<file path="src/rtl/scale_selector_pkg.sv">
// Shared definitions for the scale selector: FSM state encoding, default
// timing constants for the 27 MHz board and a counter-width helper.
package scale_selector_pkg;

    // FSM states of the reload sequencer
    typedef enum logic {
        ST_IDLE   = 1'b0,
        ST_RELOAD = 1'b1
    } state_t;

    // Defaults for the 27 MHz board: 10 ms debounce, 0.5 s auto-repeat
    localparam int DEF_WIDTH        = 8;
    localparam int DEF_DEBOUNCE_CYC = 270000;
    localparam int DEF_RELOAD_CYC   = 4;
    localparam int DEF_SCALE_MIN    = 1;
    localparam int DEF_SCALE_MAX    = 255;
    localparam int DEF_SCALE_INIT   = 4;
    localparam int DEF_REPEAT_CYC   = 13500000;

    // Bits needed for a counter holding values 0 .. n-1 (at least one bit)
    function automatic int cnt_width(input int n);
        return (n <= 2) ? 1 : $clog2(n);
    endfunction

endpackage

</file>
<file path="src/rtl/scale_selector_if.sv">
// Button/scale bundle between the pushbutton side (master) and the scale
// selector (slave). Buttons are raw and active-low; scale, reload_n and busy
// go towards the clock divider.
interface scale_selector_if #(
    parameter int WIDTH = 8
);
    logic             btn_up_n;
    logic             btn_dn_n;
    logic [WIDTH-1:0] scale;
    logic             reload_n;
    logic             busy;

    modport master (
        output btn_up_n,
        output btn_dn_n,
        input  scale,
        input  reload_n,
        input  busy
    );

    modport slave (
        input  btn_up_n,
        input  btn_dn_n,
        output scale,
        output reload_n,
        output busy
    );
endinterface

</file>
<file path="src/rtl/scale_selector_btn_debounce.sv">
// Single pushbutton conditioner: 2-FF synchronizer, debounce counter and a
// one-cycle press pulse on every accepted 1->0 transition. Releases are
// accepted the same way but produce no pulse.
module btn_debounce
    import scale_selector_pkg::*;
#(
    parameter int DEBOUNCE_CYC = DEF_DEBOUNCE_CYC
) (
    input  logic clk_in,
    input  logic nrst,
    input  logic btn_n,
    output logic level_n,
    output logic press
);

    localparam int             CW   = cnt_width(DEBOUNCE_CYC);
    localparam logic [CW-1:0]  LAST = CW'(DEBOUNCE_CYC - 1);

    logic          sync1_q;
    logic          sync2_q;
    logic          level_q;
    logic          press_q;
    logic [CW-1:0] cnt_q;

    // Bring the asynchronous button into the clock domain; idle state is released (1)
    always_ff @(posedge clk_in or negedge nrst) begin
        if (!nrst) begin
            sync1_q <= 1'b1;
            sync2_q <= 1'b1;
        end else begin
            sync1_q <= btn_n;
            sync2_q <= sync1_q;
        end
    end

    // Accept a new level only after it has differed from the accepted one for DEBOUNCE_CYC cycles
    always_ff @(posedge clk_in or negedge nrst) begin
        if (!nrst) begin
            level_q <= 1'b1;
            cnt_q   <= '0;
            press_q <= 1'b0;
        end else begin
            press_q <= 1'b0;
            if (sync2_q == level_q) begin
                cnt_q <= '0;
            end else if (cnt_q == LAST) begin
                level_q <= sync2_q;
                cnt_q   <= '0;
                press_q <= level_q;
            end else begin
                cnt_q <= cnt_q + 1'b1;
            end
        end
    end

    assign level_n = level_q;
    assign press   = press_q;

endmodule

</file>
<file path="src/rtl/scale_selector.sv">
// Scale selector top: two debounced pushbuttons step a saturating scale
// register; every change is followed by an active-low reload pulse that
// makes the downstream divider re-latch the scale.
// Optional feature macro: SCALE_AUTOREPEAT_EN (auto-repeat on held buttons).
module scale_selector
    import scale_selector_pkg::*;
#(
    parameter int WIDTH        = DEF_WIDTH,
    parameter int DEBOUNCE_CYC = DEF_DEBOUNCE_CYC,
    parameter int RELOAD_CYC   = DEF_RELOAD_CYC,
    parameter int SCALE_MIN    = DEF_SCALE_MIN,
    parameter int SCALE_MAX    = DEF_SCALE_MAX,
    parameter int SCALE_INIT   = DEF_SCALE_INIT,
    parameter int REPEAT_CYC   = DEF_REPEAT_CYC
) (
    input  logic           clk_in,
    input  logic           nrst,
    scale_selector_if.slave bus
);

    localparam int               RCW     = cnt_width(RELOAD_CYC + 1);
    localparam logic [RCW-1:0]   RC_LAST = RCW'(RELOAD_CYC);
    localparam logic [WIDTH:0]   MIN_W   = (WIDTH + 1)'(SCALE_MIN);
    localparam logic [WIDTH:0]   MAX_W   = (WIDTH + 1)'(SCALE_MAX);
    localparam logic [WIDTH-1:0] INIT_S  = WIDTH'(SCALE_INIT);

    state_t           state_q;
    state_t           state_d;
    logic [WIDTH-1:0] scale_q;
    logic [WIDTH-1:0] scale_d;
    logic [RCW-1:0]   reloadCnt_q;
    logic [RCW-1:0]   reloadCnt_d;
    logic             reloadN_q;
    logic             reloadN_d;

    logic             upPress;
    logic             dnPress;
    logic             upLevel_n;
    logic             dnLevel_n;
    logic             upRep;
    logic             dnRep;
    logic             upEv;
    logic             dnEv;

    logic [WIDTH:0]   incWide;
    logic [WIDTH:0]   decWide;
    logic [WIDTH-1:0] incClamped;
    logic [WIDTH-1:0] decClamped;
    logic [WIDTH-1:0] nextScale;

    btn_debounce #(
        .DEBOUNCE_CYC (DEBOUNCE_CYC)
    ) u_up (
        .clk_in  (clk_in),
        .nrst    (nrst),
        .btn_n   (bus.btn_up_n),
        .level_n (upLevel_n),
        .press   (upPress)
    );

    btn_debounce #(
        .DEBOUNCE_CYC (DEBOUNCE_CYC)
    ) u_dn (
        .clk_in  (clk_in),
        .nrst    (nrst),
        .btn_n   (bus.btn_dn_n),
        .level_n (dnLevel_n),
        .press   (dnPress)
    );

`ifdef SCALE_AUTOREPEAT_EN
    localparam int             RPW     = cnt_width(REPEAT_CYC);
    localparam logic [RPW-1:0] RP_LAST = RPW'(REPEAT_CYC - 1);

    logic [RPW-1:0] upRepCnt_q;
    logic [RPW-1:0] dnRepCnt_q;
    logic           upRep_q;
    logic           dnRep_q;
    logic           repHold;

    // Repeat only runs for a single held button while the sequencer is idle
    assign repHold = !(state_q != ST_IDLE) && !(!upLevel_n && !dnLevel_n);

    // Up-button repeat timer: emits an extra press every REPEAT_CYC idle cycles of holding
    always_ff @(posedge clk_in or negedge nrst) begin
        if (!nrst) begin
            upRepCnt_q <= '0;
            upRep_q    <= 1'b0;
        end else if (upLevel_n || !repHold) begin
            upRepCnt_q <= '0;
            upRep_q    <= 1'b0;
        end else if (upRepCnt_q == RP_LAST) begin
            upRepCnt_q <= '0;
            upRep_q    <= 1'b1;
        end else begin
            upRepCnt_q <= upRepCnt_q + 1'b1;
            upRep_q    <= 1'b0;
        end
    end

    // Down-button repeat timer, same behaviour as the up timer
    always_ff @(posedge clk_in or negedge nrst) begin
        if (!nrst) begin
            dnRepCnt_q <= '0;
            dnRep_q    <= 1'b0;
        end else if (dnLevel_n || !repHold) begin
            dnRepCnt_q <= '0;
            dnRep_q    <= 1'b0;
        end else if (dnRepCnt_q == RP_LAST) begin
            dnRepCnt_q <= '0;
            dnRep_q    <= 1'b1;
        end else begin
            dnRepCnt_q <= dnRepCnt_q + 1'b1;
            dnRep_q    <= 1'b0;
        end
    end

    assign upRep = upRep_q;
    assign dnRep = dnRep_q;
`else
    assign upRep = 1'b0;
    assign dnRep = 1'b0;
`endif

    assign upEv = upPress | upRep;
    assign dnEv = dnPress | dnRep;

    // Saturating step values, computed one bit wider so neither end can wrap
    always_comb begin
        incWide    = {1'b0, scale_q} + (WIDTH + 1)'(1);
        decWide    = {1'b0, scale_q} - (WIDTH + 1)'(1);
        incClamped = (incWide > MAX_W) ? MAX_W[WIDTH-1:0] : incWide[WIDTH-1:0];
        decClamped = (decWide[WIDTH] || (decWide < MIN_W)) ? MIN_W[WIDTH-1:0]
                                                           : decWide[WIDTH-1:0];
    end

    // Sequencer: take a button event in IDLE, then hold reload_n low for RELOAD_CYC cycles
    always_comb begin
        state_d     = state_q;
        scale_d     = scale_q;
        reloadCnt_d = reloadCnt_q;
        reloadN_d   = reloadN_q;
        nextScale   = scale_q;
        case (state_q)
            ST_IDLE: begin
                reloadN_d   = 1'b1;
                reloadCnt_d = '0;
                if (upEv && dnEv) begin
                    nextScale = INIT_S;
                end else if (upEv) begin
                    nextScale = incClamped;
                end else if (dnEv) begin
                    nextScale = decClamped;
                end
                if (nextScale != scale_q) begin
                    scale_d = nextScale;
                    state_d = ST_RELOAD;
                end
            end
            ST_RELOAD: begin
                if (reloadCnt_q == RC_LAST) begin
                    reloadN_d = 1'b1;
                    state_d   = ST_IDLE;
                end else begin
                    reloadN_d   = 1'b0;
                    reloadCnt_d = reloadCnt_q + 1'b1;
                end
            end
            default: begin
                state_d   = ST_IDLE;
                reloadN_d = 1'b1;
            end
        endcase
    end

    // State, scale and reload pulse registers; reset aborts any pulse at once
    always_ff @(posedge clk_in or negedge nrst) begin
        if (!nrst) begin
            state_q     <= ST_IDLE;
            scale_q     <= INIT_S;
            reloadCnt_q <= '0;
            reloadN_q   <= 1'b1;
        end else begin
            state_q     <= state_d;
            scale_q     <= scale_d;
            reloadCnt_q <= reloadCnt_d;
            reloadN_q   <= reloadN_d;
        end
    end

    assign bus.scale    = scale_q;
    assign bus.reload_n = reloadN_q;
    assign bus.busy     = (state_q != ST_IDLE);

endmodule

</file>
<file path="src/flat_wrapper.sv">
// flat-port wrapper written by rule: the top's interface ports become plain ports
module scale_selector_flat import scale_selector_pkg::*;
#(
    parameter int WIDTH        = DEF_WIDTH,
    parameter int DEBOUNCE_CYC = DEF_DEBOUNCE_CYC,
    parameter int RELOAD_CYC   = DEF_RELOAD_CYC,
    parameter int SCALE_MIN    = DEF_SCALE_MIN,
    parameter int SCALE_MAX    = DEF_SCALE_MAX,
    parameter int SCALE_INIT   = DEF_SCALE_INIT,
    parameter int REPEAT_CYC   = DEF_REPEAT_CYC
)
  (clk_in, nrst, bus_btn_up_n, bus_btn_dn_n, bus_scale, bus_reload_n, bus_busy);
  scale_selector_if #(.WIDTH(WIDTH)) bus_i ();
  input  logic clk_in;
  input  logic nrst;
  input wire logic [$bits(bus_i.btn_up_n)-1:0] bus_btn_up_n;
  input wire logic [$bits(bus_i.btn_dn_n)-1:0] bus_btn_dn_n;
  output wire logic [$bits(bus_i.scale)-1:0] bus_scale;
  output wire logic [$bits(bus_i.reload_n)-1:0] bus_reload_n;
  output wire logic [$bits(bus_i.busy)-1:0] bus_busy;
  assign bus_i.btn_up_n = bus_btn_up_n;
  assign bus_i.btn_dn_n = bus_btn_dn_n;
  assign bus_scale = bus_i.scale;
  assign bus_reload_n = bus_i.reload_n;
  assign bus_busy = bus_i.busy;
  scale_selector #(.WIDTH(WIDTH), .DEBOUNCE_CYC(DEBOUNCE_CYC), .RELOAD_CYC(RELOAD_CYC), .SCALE_MIN(SCALE_MIN), .SCALE_MAX(SCALE_MAX), .SCALE_INIT(SCALE_INIT), .REPEAT_CYC(REPEAT_CYC)) u_core (.clk_in(clk_in), .nrst(nrst), .bus(bus_i));
endmodule
</file>
<file path="config.mk">
export PLATFORM = sky130hd
export DESIGN_NAME = scale_selector_flat
export DESIGN_NICKNAME = d
export VERILOG_FILES = /design/src/rtl/scale_selector_pkg.sv /design/src/rtl/scale_selector_if.sv /design/src/rtl/scale_selector_btn_debounce.sv /design/src/rtl/scale_selector.sv /design/src/flat_wrapper.sv
export SDC_FILE = /design/constraint.sdc
export NUM_CORES = 1
export LEC_CHECK = 0
export ABC_CLOCK_PERIOD_IN_PS = 8100
export BUFFER_PORTS_ARGS = -buffer_cell sky130_fd_sc_hd__buf_2
export CORE_ASPECT_RATIO = 2
export CORE_MARGIN = 2
export CORE_UTILIZATION = 40
export DETAILED_ROUTE_END_ITERATION = 7
export PLACE_DENSITY = 0.61
export SETUP_SLACK_MARGIN = 0.15
export SYNTH_ARGS = -nofsm -noshare
export SYNTH_HDL_FRONTEND = slang
export SYNTH_SLANG_ARGS = --single-unit
</file>
<file path="constraint.sdc">
create_clock -name clk_in -period 8.1 [get_ports clk_in]
set_clock_uncertainty 0.05 [all_clocks]
set_input_delay 1.62 -clock clk_in [delete_from_list [all_inputs] [get_ports clk_in]]
set_output_delay 1.62 -clock clk_in [all_outputs]
set_load 0.05 [all_outputs]
</file>
==> results of run 1 <==
state kept, by name, indices dropped and copies added, names as in the netlist:
register and count:
u_core.u_dn.cnt_q 19, u_core.u_dn.level_n 1, u_core.bus.reload_n 1, u_core.u_up.cnt_q 19
u_core.u_dn.press 1, u_core.u_up.press 1, u_core.u_dn.sync2_q 1, u_core.reloadCnt_q 3
u_core.bus.scale 8, u_core.bus.busy 1, u_core.u_up.level_n 1, u_core.u_up.sync2_q 1
u_core.u_dn.sync1_q 1, u_core.u_up.sync1_q 1
metrics by stage:
| step | cells | setup slack (ns) | power, W | hold slack (ns) | cell area [sq um] |
|---|---|---|---|---|---|
| 2_1_floorplan | 381 | 5.14 | 0.000313 | 0.295 | 3460 |
| 3_3_place_gp | 478 | 5.20 | 0.000322 | 0.295 | 3580 |
| 3_5_place_dp | 478 | 5.04 | 0.000322 | 0.297 | 3580 |
| 4_1_cts | 494 | 5.03 | 0.000749 | 0.305 | 3920 |
| 5_1_grt | 494 | 4.76 | 0.000767 | 0.311 | 3920 |
| 6_report | 494 | 5.01 | 0.000736 | 0.303 | 3920 |
path summary, 6_finish.rpt:
| check | to | slack (ns) | from |
|---|---|---|---|
| worst min register to register | u_core.u_dn.sync2_q$_DFF_PN1_ | 0.30 | u_core.u_dn.sync1_q$_DFF_PN1_ |
| worst min-delay path | u_core.u_dn.sync2_q$_DFF_PN1_ | 0.30 | u_core.u_dn.sync1_q$_DFF_PN1_ |
| worst max-delay path | u_core.bus.scale[5]$_DFFE_PN0P_ | 5.01 | u_core.bus.scale[0]$_DFFE_PN0P_ |
| min in group asynchronous | u_core.reloadCnt_q[2]$_DFFE_PN0P_ | 1.37 | nrst |
| max in group asynchronous | u_core.bus.scale[1]$_DFFE_PN0P_ | 6.11 | nrst |
| worst max register to register | u_core.bus.scale[5]$_DFFE_PN0P_ | 5.01 | u_core.bus.scale[0]$_DFFE_PN0P_ |
worst reg2reg max path, stage by stage, from the launching register on:
cell      delay [ns]
dfrtp_1         0.49
inv_1           0.24
ha_1            0.32
nor4b_2         0.47
nand2_1         0.25
a31oi_1         0.22
o31a_1          0.14
o2111a_1        0.30
a31oi_4         0.16
mux2_1          0.33
kinds of logic after synthesis:
logic type,after synthesis
and+or+nand+nor,169
AOI/OAI and AO/OA,74
DFF,59
xor gates and xnor gates,32
buffers and inverters,32
muxes,8
adders and majority gates,7
power by group through the flow:
| stage | Combinational, W | Clock [W] | Sequential (W) |
|---|---|---|---|
| finish | 0.0000142 | 0.000420 | 0.000302 |
| floorplan | 0.00000606 | 0 | 0.000307 |
| detailed placement | 0.0000148 | 0 | 0.000307 |
| global placement | 0.0000147 | 0 | 0.000307 |
| CTS | 0.0000151 | 0.000432 | 0.000302 |
| global route | 0.0000168 | 0.000447 | 0.000303 |
placed cells by master (no fill, tap or decap), types with 7 or more instances in the layout:
cell type / instances
clkbuf_16: 9
xnor2_1: 12
buf_2: 13
dfstp_2: 8
a21oi_1: 16
inv_1: 14
nor2_1: 49
and3_1: 11
dfrtp_1: 51
xor2_1: 20
nand2_1: 29
nand4_1: 11
nand3_1: 21
nor3_1: 12
ha_1: 7
or3_1: 8
o21ai_0: 17
final cells by class:
class / instances / area [sq um] / area share
clock buffers: 13 / 270 / 0.0689
clock inverters: 3 / 68.8 / 0.0176
inverters: 14 / 52.6 / 0.0134
multi-input cells: 290 / 1840 / 0.469
flip-flops and latches: 59 / 1490 / 0.379
well taps: 100 / 125 / 0.0319
repair buffers: 15 / 80.1 / 0.0204
layer usage:
layer  up-vias  global-route usage
li1       1378                   -
met1      1377               0.190
met2        95               0.307
met3        34              0.0469
met4         0               0.134
met5         -                   0
==> results.py, run 1 <==
metrics = {
    "cts": {
        "cts_setup_buffers": 0,
        "ctsResizeCount": 0,
        "h-tree-depth": 3,
        "cts_tree": "done",
        "root_buffer": "clkbuf_16",
        "cts_sinks": 59,
        "postCtsHoldBufs": 0,
        "insertion_delay_ns": 0.33,
        "cts_made_buffers": 9,
        "clkTransAtPathRegs_ns": 0.05,
        "clock_path_buffers": 2,
    },
    "power": {
        "p_sw_frac": 0.188,
        "leakage_nw": 1.63,
        "intPower_w": 0.000598,
        "pwr-share-seq": 0.411,
        "combPwrFrac": 0.019,
        "clockPowerShare": 0.570,
        "p_sw_w": 0.000139,
        "irDropWorstVdd_mv": 0.139,
        "p_per_area_nw_per_um2": 188,
    },
    "route": {
        "top_layer": "met4",
        "drc": 0,
        "wl_met1_mm": 2.94,
        "drt_iter0_drc": 250,
        "totalWireLength_mm": 7.93,
        "vias": 2884,
        "route.met2.wl_mm": 4.11,
        "avgRoutedWirePerCell_um": 16.1,
        "vias_per_cell": 5.84,
        "firstDrtPassIters": 4,
        "met3_length_um": 369,
        "detail-route-antenna-nets": 0,
    },
    "synth": {
        "synth_area_leaders": "dfrtp_1 (37%), dfstp_2 (6.1%), nor2_1 (5.3%), xor2_1 (5.1%), nand2_1 (3.1%)",
        "synth-simple-area-share": 0.252,
        "synth_compound_area_frac": 0.148,
        "async_reset_ff_frac": 1.00,
        "avgSynthCellArea_sq_um": 9.08,
        "netlist_top_cells_count": "dfrtp_1 (51), nor2_1 (49), nand2_1 (29), nand3_1 (21), xor2_1 (20)",
        "yosysMostFrequentCell": "dfrtp_1",
        "synth-main-ff-cell": "dfrtp_1",
        "ys_types": 58,
        "synth_top_area_frac": 0.369,
        "syn_area_sq_um": 3460,
        "ys_seq_elements": 59,
        "synthCells": 381,
        "synth_top_family_by_area": "simple AND/OR/NAND/NOR gates",
        "synth_edf_count": 0,
        "synth_fp_nets": 392,
        "ys_seq_area_frac": 0.430,
        "synth_mux_area_frac": 0.0249,
        "synthAdderAreaFrac": 0.0253,
        "synth_warnings": 0,
        "yosys.area.top_type": "dfrtp_1",
        "synth_xor_area_frac": 0.0810,
    },
    "cells_and_area": {
        "layout-drive-gt1-share": 0.135,
        "fin_util": 0.460,
        "nFillCells": 861,
        "area_delta_synth_final_pct": 13.3,
        "final_nets": 400,
        "diodes": 0,
    },
    "critical_path": {
        "arrival_ns": 3.25,
        "worstSetupEndpointType": "flop",
        "critPathMaxStageDelay_ns": 0.49,
        "cp.depth": 9,
        "cp_cell_sequence": "inv_1, ha_1, nor4b_2, nand2_1, a31oi_1, o31a_1, o2111a_1, a31oi_4, mux2_1",
        "reg2reg_depth": 9,
        "critPathTopFamily": "compound AO/OA/AOI/OAI gates",
        "critPathKind": "reg -> reg",
        "critPathLaunchType": "flop",
        "path_buf_inv": 1,
        "crit_path_top_delay_cell": "dfrtp_1",
        "worst_ep_required_time_ns": 8.26,
        "path_max_fanout": 12,
    },
    "global_route": {
        "grt_antenna_before_repair": 0,
        "grt_pass1_wl_mm": 13.5,
        "grt.overflow.total": 0,
        "grt_pass1_vias": 2824,
        "grt_usage": 0.181,
        "grt_max_degree": 60,
    },
    "min_path": {
        "holdPathStages": 0,
        "hold_path.class": "reg -> reg",
    },
    "placement": {
        "dp_hpwl_mm": 5.73,
        "portBuffers": 13,
        "gp_congestion": 0.960,
    },
    "sta": {
        "worstMarginPinSlew_ns": 0.759,
        "fmax_mhz": 324,
        "final_max_slew_viol_count": 0,
        "period_minus_slack_ns": 3.09,
        "rsz0062_at_grt": "no",
        "setup_viol_count_final": 0,
        "tns_ns": 0,
        "maxSlewHeadroom": 0.494,
        "finalCritPeriodShare": 0.381,
        "hold_violations": 0,
    },
    "floorplanning": {
        "initial_utilization": 0.406,
        "die_w_um": 69.8,
        "core_sq_um": 8530,
        "die_h_um": 136,
        "rows": 48,
        "dieArea_sq_um": 9460,
        "ios": 14,
    },
    "run_status": {
        "status": "completed",
    },
    "run": {
        "cap_violations": 0,
    },
}
No activity file was read; power rests on OpenSTA's default activity.
==> inputs of run 2 (changes only) <==
--- a/config.mk
+++ b/config.mk
@@ -5,7 +5,7 @@
 export SDC_FILE = /design/constraint.sdc
 export NUM_CORES = 1
 export LEC_CHECK = 0
-export ABC_CLOCK_PERIOD_IN_PS = 8100
+export ABC_CLOCK_PERIOD_IN_PS = 3200
 export BUFFER_PORTS_ARGS = -buffer_cell sky130_fd_sc_hd__buf_2
 export CORE_ASPECT_RATIO = 2
 export CORE_MARGIN = 2
==> constraint.sdc (replaced) <==
create_clock -name clk_in -period 3.2 [get_ports clk_in]
set_clock_uncertainty 0.05 [all_clocks]
set_input_delay 0.64 -clock clk_in [delete_from_list [all_inputs] [get_ports clk_in]]
set_output_delay 0.64 -clock clk_in [all_outputs]
set_load 0.05 [all_outputs]
==> run 2 against run 1 <==
Compared with the run above:
- sequential power rose to 2.5 times the previous value
- critical path depth did not move
- sequential cell count did not move
- non-clock buffer count rose by 6
- largest cell class unchanged
==> results.py, run 2 (synthesis gave the netlist of run 1 again) <==
metrics = {
    "critical_path": {
        "critPathKind": "reg -> reg",
        "worst_ep_required_time_ns": 3.36,
        "path_max_fanout": 7,
        "critPathLaunchType": "flop",
        "arrival_ns": 3.04,
        "worstSetupEndpointType": "flop",
    },
    "route": {
        "drt_iter0_drc": 270,
        "drc": 0,
        "totalWireLength_mm": 8.65,
        "vias": 2975,
        "firstDrtPassIters": 4,
        "detail-route-antenna-nets": 0,
        "vias_per_cell": 5.95,
        "avgRoutedWirePerCell_um": 17.3,
    },
    "cells_and_area": {
        "area_delta_synth_final_pct": 13.4,
        "layout_commonest_cell": "dfrtp_1",
        "fin_area_sq_um": 3920,
        "final_nets": 406,
        "diodes": 0,
        "layout_common_cells": "dfrtp_1 (50), nor2_1 (49), nand2_1 (29)",
        "fin_util": 0.460,
        "nFillCells": 840,
        "layout-drive-gt1-share": 0.153,
    },
    "floorplanning": {
        "core_sq_um": 8530,
        "dieArea_sq_um": 9460,
        "rows": 48,
        "initial_utilization": 0.406,
        "ios": 14,
        "die_h_um": 136,
        "die_w_um": 69.8,
    },
    "power": {
        "p_per_area_nw_per_um2": 431,
        "leakage_nw": 1.64,
        "power.total_w": 0.00169,
        "irDropWorstVdd_mv": 0.261,
    },
    "cts": {
        "clock_path_buffers": 2,
        "cts_setup_buffers": 0,
        "insertion_delay_ns": 0.33,
        "clkTransAtPathRegs_ns": 0.05,
        "cts_made_buffers": 9,
        "root_buffer": "clkbuf_16",
        "h-tree-depth": 3,
        "cts_tree": "done",
        "cts_sinks": 59,
    },
    "sta": {
        "tns_ns": 0,
        "period_minus_slack_ns": 2.88,
        "finalCritPeriodShare": 0.900,
        "hold_violations": 0,
        "setup_viol_count_final": 0,
        "worstMarginPinSlew_ns": 0.734,
        "rsz0062_at_grt": "no",
        "maxSlewHeadroom": 0.511,
        "fmax_mhz": 347,
        "final_max_slew_viol_count": 0,
    },
    "run": {
        "cap_violations": 0,
    },
    "global_route": {
        "grt_antenna_before_repair": 0,
        "grt.overflow.total": 0,
        "grt_max_degree": 60,
        "grt_usage": 0.196,
        "grt_pass1_vias": 2902,
        "grt_pass1_wl_mm": 14.3,
    },
    "placement": {
        "placement.cell_area_sq_um": 3630,
        "gp_congestion": 0.993,
        "portBuffers": 13,
        "dp_hpwl_mm": 6.24,
    },
    "min_path": {
        "hold_path.class": "reg -> reg",
    },
    "run_status": {
        "status": "completed",
    },
}
-- run 2: cell count changes in the layout (fill, tap and decap cells not counted) --
cell,delta
clkbuf_8,-1
dfrtp_1,-1
clkinv_4,-1
dfrtp_2,+1
clkinv_2,+2
nor4b_4,+1
buf_4,+6
nor4b_2,-1
nor4_1,-1
nor4_2,+1
clkinvlp_4,+2
bufinv_16,-2
-- run 2: layout make-up --
| cell class | instances | area (sq um) | share of cell area |
|---|---|---|---|
| sequential | 59 | 1490 | 0.379 |
| clock buffer | 12 | 256 | 0.0654 |
| clock inverter | 4 | 25.0 | 0.00638 |
| multi-input combinational | 290 | 1850 | 0.472 |
| tap | 100 | 125 | 0.0319 |
| inverter | 14 | 52.6 | 0.0134 |
| timing repair buffer | 21 | 125 | 0.0319 |
-- run 2: final timing paths --
path / start / endpoint / slack [ns] / cells after the start
max reg2reg: u_core.bus.scale[0]$_DFFE_PN0P_ / u_core.bus.scale[5]$_DFFE_PN0P_ / 0.32 / 9
min in group asynchronous: nrst / u_core.reloadCnt_q[2]$_DFFE_PN0P_ / 0.41 / 2
min: u_core.u_dn.sync1_q$_DFF_PN1_ / u_core.u_dn.sync2_q$_DFF_PN1_ / 0.30 / 0
min reg2reg: u_core.u_dn.sync1_q$_DFF_PN1_ / u_core.u_dn.sync2_q$_DFF_PN1_ / 0.30 / 0
max: u_core.bus.scale[0]$_DFFE_PN0P_ / u_core.bus.scale[5]$_DFFE_PN0P_ / 0.32 / 9
max in group asynchronous: nrst / u_core.bus.scale[1]$_DFFE_PN0P_ / 2.15 / 2
-- run 2: routing by layer --
| layer | share of wire | vias up | track usage |
|---|---|---|---|
| met5 | 0 | - | 0 |
| met4 | 0.072 | 0 | 0.151 |
| met3 | 0.038 | 44 | 0.0424 |
| met2 | 0.53 | 107 | 0.350 |
| met1 | 0.36 | 1427 | 0.192 |
| li1 | - | 1397 | - |
-- run 2: what timing repair did --
action | 4_1_cts | 5_1_grt
hold buffers | 0 | 0
setup endpoints to repair | 0 | 2
resized for setup | 0 | 3
-- run 2: worst max-delay path: stages, from the launching register on --
cell	delay [ns]
dfrtp_1	0.41
inv_1	0.22
ha_1	0.31
xor2_1	0.10
nor3_1	0.36
nand4_2	0.24
and4_1	0.27
nor3_4	0.31
a31oi_4	0.15
mux2_1	0.33
-- run 2: where the power goes --
group | total (W) | internal (W) | switching, W
Clock | 0.000888 | 0.000562 | 0.000326
Combinational | 0.0000359 | 0.00000927 | 0.0000267
Sequential | 0.000766 | 0.000758 | 0.00000743
Total | 0.00169 | 0.00133 | 0.000360
-- run 2: metrics by stage --
step	worst slack (ns)	hold WS (ns)	std cells
after floorplan	0.244	0.294	381
after global placement	0.263	0.296	484
after detailed placement	0.241	0.297	484
after CTS	0.255	0.305	500
after global routing	0.170	0.312	500
final	0.319	0.304	500
==> inputs of run 3 (changes only) <==
--- a/config.mk
+++ b/config.mk
@@ -5,12 +5,13 @@
 export SDC_FILE = /design/constraint.sdc
 export NUM_CORES = 1
 export LEC_CHECK = 0
-export ABC_CLOCK_PERIOD_IN_PS = 3200
+export ABC_CLOCK_PERIOD_IN_PS = 3500
 export BUFFER_PORTS_ARGS = -buffer_cell sky130_fd_sc_hd__buf_2
 export CORE_ASPECT_RATIO = 2
 export CORE_MARGIN = 2
 export CORE_UTILIZATION = 40
 export DETAILED_ROUTE_END_ITERATION = 7
+export MAX_ROUTING_LAYER = met4
 export PLACE_DENSITY = 0.61
 export SETUP_SLACK_MARGIN = 0.15
 export SYNTH_ARGS = -nofsm -noshare
==> constraint.sdc (replaced) <==
create_clock -name clk_in -period 3.5 [get_ports clk_in]
set_clock_uncertainty 0.05 [all_clocks]
set_input_delay 0.7 -clock clk_in [delete_from_list [all_inputs] [get_ports clk_in]]
set_output_delay 0.7 -clock clk_in [all_outputs]
set_load 0.05 [all_outputs]
==> run 3 against run 2 <==
Compared with the run above:
- highest routed layer unchanged
- sequential share of layout area is 0.053 points higher
- cell count stayed put
- clock power is 4.8% lower
- register-to-register slack better by 0.11 ns
- critical path depth stayed put
- total power is 6.6% lower
- maximum frequency is 6.1% lower
- die area stayed put
- combinational power is 8.1% lower
- largest cell class unchanged
- via count is 2.6% lower
==> results.py, run 3 (synthesis gave the netlist of run 1 again) <==
metrics = {
    "cells_and_area": {
        "layout_common_cells": "dfrtp_1 (51), nor2_1 (49), nand2_1 (29)",
        "final_nets": 406,
        "area_delta_synth_final_pct": 13.1,
        "stdcell_count": 500,
        "fin_util": 0.459,
        "layout-drive-gt1-share": 0.140,
        "nFillCells": 862,
        "layout_commonest_cell": "dfrtp_1",
        "diodes": 0,
    },
    "route": {
        "totalWireLength_mm": 8.50,
        "firstDrtPassIters": 4,
        "route.met2.wl_mm": 4.57,
        "detail-route-antenna-nets": 0,
        "wl_met1_mm": 3.21,
        "vias_per_cell": 5.80,
        "drt_iter0_drc": 230,
        "avgRoutedWirePerCell_um": 17.0,
        "vias": 2899,
        "met3_length_um": 215,
        "drc": 0,
        "top_layer": "met4",
    },
    "power": {
        "irDropWorstVdd_mv": 0.315,
        "p_per_area_nw_per_um2": 403,
        "leakage_nw": 1.64,
        "power.total_w": 0.00158,
    },
    "floorplanning": {
        "dieArea_sq_um": 9460,
        "initial_utilization": 0.406,
        "core_sq_um": 8530,
        "rows": 48,
        "ios": 14,
        "die_h_um": 136,
        "die_w_um": 69.8,
    },
    "global_route": {
        "grt.overflow.total": 0,
        "grt_usage": 0.201,
        "grt_pass1_wl_mm": 14.4,
        "grt_pass1_vias": 3003,
        "grt_max_degree": 33,
        "grt_antenna_before_repair": 0,
    },
    "cts": {
        "h-tree-depth": 3,
        "cts_setup_buffers": 0,
        "clkTransAtPathRegs_ns": 0.05,
        "ctsResizeCount": 0,
        "postCtsHoldBufs": 0,
        "insertion_delay_ns": 0.33,
        "cts_made_buffers": 9,
        "clock_path_buffers": 2,
        "root_buffer": "clkbuf_16",
        "cts_tree": "done",
        "cts_sinks": 59,
    },
    "critical_path": {
        "critPathKind": "reg -> reg",
        "worst_ep_required_time_ns": 3.65,
        "path_max_fanout": 12,
        "critPathLaunchType": "flop",
        "worstSetupEndpointType": "flop",
        "reg2reg_depth": 9,
        "arrival_ns": 3.22,
    },
    "placement": {
        "dp_hpwl_mm": 6.16,
        "portBuffers": 13,
        "gp_congestion": 0.969,
        "placed_cells": 484,
    },
    "sta": {
        "final_max_slew_viol_count": 0,
        "tns_ns": 0,
        "finalCritPeriodShare": 0.877,
        "fmax_mhz": 326,
        "worstMarginPinSlew_ns": 0.615,
        "hold_violations": 0,
        "maxSlewHeadroom": 0.590,
        "setup_viol_count_final": 0,
        "rsz0062_at_grt": "no",
        "period_minus_slack_ns": 3.07,
    },
    "min_path": {
        "holdPathStages": 0,
        "hold_path.class": "reg -> reg",
    },
    "run_status": {
        "status": "completed",
    },
    "run": {
        "cap_violations": 0,
    },
}
## run 3: layer usage
layer	vias to the layer above	global-route usage
met5	-	-
met4	0	0.151
met3	36	0.0379
met2	67	0.349
met1	1401	0.194
li1	1395	-
## run 3: worst paths after layout
kind	from	slack, ns	to
max in group asynchronous	nrst	2.18	u_core.u_dn.level_n$_DFFE_PN1P_
worst max-delay path	u_core.bus.scale[0]$_DFFE_PN0P_	0.43	u_core.bus.scale[5]$_DFFE_PN0P_
worst min-delay path	u_core.u_up.sync1_q$_DFF_PN1_	0.30	u_core.u_up.sync2_q$_DFF_PN1_
worst min register to register	u_core.u_up.sync1_q$_DFF_PN1_	0.30	u_core.u_up.sync2_q$_DFF_PN1_
worst max register to register	u_core.bus.scale[0]$_DFFE_PN0P_	0.43	u_core.bus.scale[5]$_DFFE_PN0P_
min in group asynchronous	nrst	0.34	u_core.reloadCnt_q[2]$_DFFE_PN0P_
## run 3: critical path, cell delays in order (launching register included)
cell and delay, ns:
dfrtp_1 0.51, inv_1 0.25, ha_1 0.31, nor4b_2 0.43, nand2_1 0.23, a31oi_1 0.22
o31a_1 0.13, o2111a_1 0.30, a31oi_4 0.17, mux2_1 0.34
## run 3: metrics by stage
step | setup WS, ns | area, sq um | hold WS (ns)
2_1_floorplan | 0.544 | 3460 | 0.295
3_3_place_gp | 0.562 | 3630 | 0.296
3_5_place_dp | 0.457 | 3630 | 0.297
4_1_cts | 0.446 | 3920 | 0.304
5_1_grt | 0.161 | 3920 | 0.306
6_report | 0.432 | 3920 | 0.304
## run 3: cell type report
| type | count | area (sq um) | share of cell area |
|---|---|---|---|
| multi-input combinational | 290 | 1840 | 0.469 |
| sequential | 59 | 1490 | 0.380 |
| clock buffer | 14 | 254 | 0.0649 |
| timing repair buffer | 21 | 125 | 0.0320 |
| tap | 100 | 125 | 0.0320 |
| inverter | 14 | 52.6 | 0.0134 |
| clock inverter | 2 | 35.0 | 0.00895 |
## run 3: report_power, final
part           total (W)  switching, W  internal, W
logic          0.0000330     0.0000246   0.00000840
registers       0.000700    0.00000647     0.000694
clock network   0.000845      0.000277     0.000568
